===== src/rtl/sap_io_defs.sv =====
// -----------------------------------------------------------------------------
// sap_io_defs
//   Shared definitions for the SAP board I/O ports: data width, the default
//   debounce length and the per-bit debounce state encoding.
//   No ports (package).
// -----------------------------------------------------------------------------
package sap_io_defs;

  localparam int SAP_PORT_W          = 4;
  localparam int DEBOUNCE_CYCLES_DEF = 4;

  typedef enum logic {
    ST_STABLE   = 1'b0,
    ST_CHANGING = 1'b1
  } deb_state_t;

endpackage : sap_io_defs


===== src/rtl/input_debouncer.sv =====
// -----------------------------------------------------------------------------
// input_debouncer
//   One button bit: 2-FF synchronizer on the raw active-low pin, then a
//   STABLE/CHANGING debounce FSM that accepts a new level only after
//   DEBOUNCE_CYCLES consecutive samples that differ from the current level.
// Ports
//   clk    in   CPU clock, rising edge
//   rst    in   asynchronous reset, active-low
//   pin_n  in   raw button pin, active-low, asynchronous to clk
//   level  out  debounced state, active-high (1 = pressed), registered
//   press  out  one-cycle pulse on the cycle level rises, registered
// -----------------------------------------------------------------------------
module input_debouncer
  import sap_io_defs::*;
#(
  parameter int DEBOUNCE_CYCLES = DEBOUNCE_CYCLES_DEF,
  parameter int CNT_W           = 3
) (
  input  logic clk,
  input  logic rst,
  input  logic pin_n,
  output logic level,
  output logic press
);

  localparam logic [CNT_W-1:0] CNT_ZERO = {CNT_W{1'b0}};
  localparam logic [CNT_W-1:0] CNT_ONE  = {{(CNT_W-1){1'b0}}, 1'b1};
  localparam logic [CNT_W-1:0] CNT_LAST = CNT_W'(DEBOUNCE_CYCLES - 1);

  logic             sync1_r;
  logic             sync2_r;
  logic             sample_s;
  deb_state_t       state_r;
  logic [CNT_W-1:0] cnt_r;

  // Two-flop synchronizer; resets to 1 so a released button reads as idle.
  always_ff @(posedge clk or negedge rst) begin
    if (!rst) begin
      sync1_r <= 1'b1;
      sync2_r <= 1'b1;
    end else begin
      sync1_r <= pin_n;
      sync2_r <= sync1_r;
    end
  end

  assign sample_s = ~sync2_r;

  // Debounce FSM with its counter, accepted level and press pulse.
  // The counter tracks how many consecutive differing samples have been seen,
  // so the level flips on the DEBOUNCE_CYCLES-th one and cnt never wraps.
  always_ff @(posedge clk or negedge rst) begin
    if (!rst) begin
      state_r <= ST_STABLE;
      cnt_r   <= CNT_ZERO;
      level   <= 1'b0;
      press   <= 1'b0;
    end else begin
      press <= 1'b0;
      case (state_r)
        ST_STABLE: begin
          if (sample_s != level) begin
            cnt_r   <= CNT_ONE;
            state_r <= ST_CHANGING;
          end else begin
            cnt_r   <= CNT_ZERO;
            state_r <= ST_STABLE;
          end
        end
        ST_CHANGING: begin
          if (sample_s == level) begin
            // Bounce back to the accepted level: abandon the change.
            cnt_r   <= CNT_ZERO;
            state_r <= ST_STABLE;
          end else if (cnt_r == CNT_LAST) begin
            level   <= sample_s;
            press   <= sample_s;  // only 0->1 transitions are events
            cnt_r   <= CNT_ZERO;
            state_r <= ST_STABLE;
          end else begin
            cnt_r   <= cnt_r + CNT_ONE;
            state_r <= ST_CHANGING;
          end
        end
        default: begin
          cnt_r   <= CNT_ZERO;
          state_r <= ST_STABLE;
        end
      endcase
    end
  end

endmodule : input_debouncer


===== src/rtl/sap_input_port.sv =====
// -----------------------------------------------------------------------------
// sap_input_port
//   CPU-facing input port for four active-low board buttons. Each bit is
//   synchronized and debounced; rising debounced levels set sticky pending
//   bits which the CPU consumes with a read-and-clear strobe.
// Ports
//   clk       in   CPU clock (divided clock feeding the cpu), rising edge
//   rst       in   asynchronous reset, active-low
//   pins_n    in   [WIDTH] raw button pins, active-low, asynchronous
//   rd_en     in   one-cycle read strobe; snapshots and clears pending
//   level     out  [WIDTH] debounced button state, active-high
//   pending   out  [WIDTH] sticky press-event flags
//   any_pend  out  OR of pending (poll / interrupt request)
//   rd_data   out  [WIDTH] pending snapshot taken by the last rd_en
// -----------------------------------------------------------------------------
module sap_input_port
  import sap_io_defs::*;
#(
  parameter int WIDTH           = SAP_PORT_W,
  parameter int DEBOUNCE_CYCLES = DEBOUNCE_CYCLES_DEF,
  parameter int CNT_W           = 3
) (
  input  logic             clk,
  input  logic             rst,
  input  logic [WIDTH-1:0] pins_n,
  input  logic             rd_en,
  output logic [WIDTH-1:0] level,
  output logic [WIDTH-1:0] pending,
  output logic             any_pend,
  output logic [WIDTH-1:0] rd_data
);

  logic [WIDTH-1:0] press_s;
  logic [WIDTH-1:0] pending_r;
  logic [WIDTH-1:0] rd_data_r;

  for (genvar g = 0; g < WIDTH; g++) begin : g_bit
    input_debouncer #(
      .DEBOUNCE_CYCLES (DEBOUNCE_CYCLES),
      .CNT_W           (CNT_W)
    ) u_deb (
      .clk   (clk),
      .rst   (rst),
      .pin_n (pins_n[g]),
      .level (level[g]),
      .press (press_s[g])
    );
  end

  // Pending flags and read snapshot. A press arriving with rd_en wins, so an
  // event is never lost; rd_data returns the pre-clear pending value.
  always_ff @(posedge clk or negedge rst) begin
    if (!rst) begin
      pending_r <= {WIDTH{1'b0}};
      rd_data_r <= {WIDTH{1'b0}};
    end else begin
      pending_r <= press_s | (pending_r & ~{WIDTH{rd_en}});
      if (rd_en) begin
        rd_data_r <= pending_r;
      end else begin
        rd_data_r <= rd_data_r;
      end
    end
  end

  assign pending  = pending_r;
  assign rd_data  = rd_data_r;
  assign any_pend = |pending_r;

endmodule : sap_input_port


===== config.mk =====
export PLATFORM = sky130hd
export DESIGN_NAME = sap_input_port
export DESIGN_NICKNAME = d
export VERILOG_FILES = /design/src/rtl/sap_io_defs.sv /design/src/rtl/input_debouncer.sv /design/src/rtl/sap_input_port.sv
export SDC_FILE = /design/constraint.sdc
export NUM_CORES = 1
export LEC_CHECK = 0
export ABC_AREA = 1
export BUFFER_PORTS_ARGS = -buffer_cell sky130_fd_sc_hd__buf_4
export CORE_ASPECT_RATIO = 0.9
export CORE_MARGIN = 2
export CORE_UTILIZATION = 57
export DETAILED_ROUTE_END_ITERATION = 10
export HOLD_SLACK_MARGIN = 0.02
export PLACE_DENSITY = 0.9
export SLEW_MARGIN = 15
export SYNTH_ARGS = -nofsm -noshare
export SYNTH_HDL_FRONTEND = slang
export SYNTH_HIERARCHICAL = 1
export SYNTH_SLANG_ARGS = --single-unit

===== constraint.sdc =====
create_clock -name clk -period 1.95 [get_ports clk]
set_clock_uncertainty 0.1 [all_clocks]
set_input_delay 0.0975 -clock clk [delete_from_list [all_inputs] [get_ports clk]]
set_output_delay 0.0975 -clock clk [all_outputs]
set_load 0.01 [all_outputs]

==> results.json <==
{
  "outcome": "completed",
  "tightest_slew_ps": 463.6,
  "vias": 1081,
  "whs_ps": 142.3,
  "cts_root_buf": "clkbuf_4",
  "syn_nets": 167,
  "endpoint_kind": "primary output",
  "drt-total-wl_mm": 2.438,
  "synth_seq_area_share": 0.6413,
  "grt_start_max_net_pins": 41,
  "hold_viol_final": 0,
  "grtUsageMet1": 0.2090,
  "rows": 18,
  "final_cells": 219,
  "antenna_found_initial": 0,
  "crit_family": "flip-flops",
  "syn_area_sq_um": 1577,
  "nets": 199,
  "synth_warnings": 6,
  "path_cells": "nor2_1, nand2_1, buf_4",
  "yosysTopAreaCellShare": 0.5079,
  "rsz0062_at_grt": "no",
  "setup_slack_ps": 670.6,
  "pre_cts_slack_ps": 774.5,
  "ir_drop_uv": 643.5,
  "drt_iter0_drc": 57,
  "critPathBufInv": 1,
  "cts.hold.buffers_added": 6,
  "final.setup.tns_ps": 0,
  "clk-insertion-delay-late_ps": 340,
  "critPathKind": "register to primary output",
  "yosysTopAreaCell": "dfrtp_1",
  "port-buffer-count": 19,
  "area_growth_pct": 18.41,
  "drt_first_pass_iters": 4,
  "met3_usage": 0.05288,
  "cts_buffers": 5,
  "setup_violations": 0,
  "die_area_sq_um": 3203,
  "cts_sinks": 40,
  "seqCellArea_sq_um": 1011,
  "clkTransAtPathRegs_ps": 110,
  "synth_area_leaders": "dfrtp_1 (51%), dfstp_2 (13%), nand2_1 (8.8%), inv_1 (6.7%), nand3_1 (3.8%)",
  "start_util": 0.5882,
  "grt_use_total": 0.1817,
  "cts_buffer_depth": 2,
  "crit_path_start_kind": "register",
  "cap_violations": 0,
  "antenna_cells": 0,
  "arrival_ps": 1080,
  "p_leak_nw": 1.014,
  "p_total_mw": 2.059,
  "grt_use_met2": 0.3004,
  "drtAntennaViolNets": 0,
  "drcViolationCount": 0,
  "crit_slowest_cell": "dfrtp_1",
  "wl_per_cell_microns": 11.13,
  "gp_congestion": 0.7732,
  "hold_class": "primary input to async pin",
  "placed_cells": 205,
  "globalRouteOverflowTotal": 0,
  "slew_violations": 0,
  "post-route-min-period_ps": 1279,
  "multi_input_area_sq_um": 456.7,
  "worstPathRequired_ps": 1750,
  "grt_pass1_vias": 1030,
  "min_period_over_period": 0.6561,
  "yosysUniqueCellTypes": 12,
  "worstPathMaxFanout": 4,
  "vias_per_cell": 4.936,
  "post_cts_buffers": 0,
  "cts_tree": "built",
  "cts_max_level": 2,
  "slew_headroom": 0.6909,
  "core-area_sq_um": 2680,
  "max_freq_mhz": 781.6,
  "p_per_area_nw_per_um2": 1103,
  "dpl.hpwl_mm": 1.832,
  "num-fill-cells": 209,
  "die_h_microns": 53.89,
  "busiest_layer": "met2",
  "cpPeakStageDelay_ps": 430,
  "layout-drive-gt1-share": 0.2222,
  "io_pins": 20,
  "grt_pass1_wl_mm": 4.112,
  "avgSynthCellArea_sq_um": 10.11,
  "final_cell_area_sq_um": 1867,
  "fin_util": 0.6965,
  "ys_ff_latch": 40,
  "syn_inst": 156,
  "fp.dieW_microns": 59.44,
  "cts_resized": 0,
  "postPlaceCellArea_sq_um": 1757
}
worst register-to-register path, stage by stage (launching register included):
cell	delay, ps
dfrtp_1	400
ha_1	220
inv_1	100
nor2_4	50
nor2_1	120
o21a_1	130
worst paths after layout:
path | cells after the start | start | end | slack (ps)
max | 3 | pending[0] | any_pend | 670
min | 2 | rst | g_bit[2].u_deb/cnt_r[2] | 140
max reg2reg | 5 | g_bit[1].u_deb/cnt_r[0] | g_bit[1].u_deb/cnt_r[0] | 780
min reg2reg | 0 | g_bit[1].u_deb/sync1_r | g_bit[1].u_deb/sync2_r | 260
max in group asynchronous | 2 | rst | g_bit[1].u_deb/sync1_r | 1240
min in group clk | 0 | g_bit[1].u_deb/sync1_r | g_bit[1].u_deb/sync2_r | 260
cells in the final DEF (no fill, tap or decap):
master	count
inv_1	28
nand4_1	4
inv_2	1
nand3_1	12
nand2_2	4
nor2_1	14
dlygate4sd3_1	6
dfrtp_1	32
o21a_1	8
clkinv_2	1
clkbuf_4	5
ha_1	4
nand2_1	37
dfstp_2	8
buf_4	19
clkbuf_1	2
nor2_4	4
cell families after synthesis:
| kind of cell | Yosys count | synth area share |
|---|---|---|
| buf+inv | 29 | 0.06904 |
| compound gates | 8 | 0.03810 |
| simple gates | 75 | 0.2198 |
| flops | 40 | 0.6413 |
| fa+ha+maj | 4 | 0.03175 |
power breakdown:
| group | switching [mW] | internal [mW] |
|---|---|---|
| Clock | 0.240 | 0.141 |
| Combinational | 0.315 | 0.248 |
| Sequential | 0.121 | 0.995 |
synth_stat cells:
cell	instances
nand2_2	4
inv_2	1
nand3_1	12
nand2_1	37
ha_1	4
o21a_1	8
dfstp_2	8
nor2_1	14
inv_1	28
nor2_4	4
nand4_1	4
dfrtp_1	32
sequential cells by signal, summed over array words and instances, names as in the netlist:
signal,count
g_bit.u_deb/state_r,4
g_bit.u_deb/level,4
g_bit.u_deb/sync2_r,4
g_bit.u_deb/press,4
pending,4
g_bit.u_deb/sync1_r,4
rd_data,4
g_bit.u_deb/cnt_r,12
layer usage:
metal	part of all wire	routed length (microns)
met1	0.42	1023
met4	0.021	52
met5	0	0
met2	0.51	1253
met3	0.044	108
final cells by class:
type | count | area share
clock buffer | 7 | 0.02413
clock inverter | 1 | 0.002681
inverter | 29 | 0.05831
multi-input combinational | 87 | 0.2446
sequential | 40 | 0.5416
tap | 30 | 0.02011
timing repair buffer | 25 | 0.1086
Note: power is estimated with default switching activity, not from simulation.
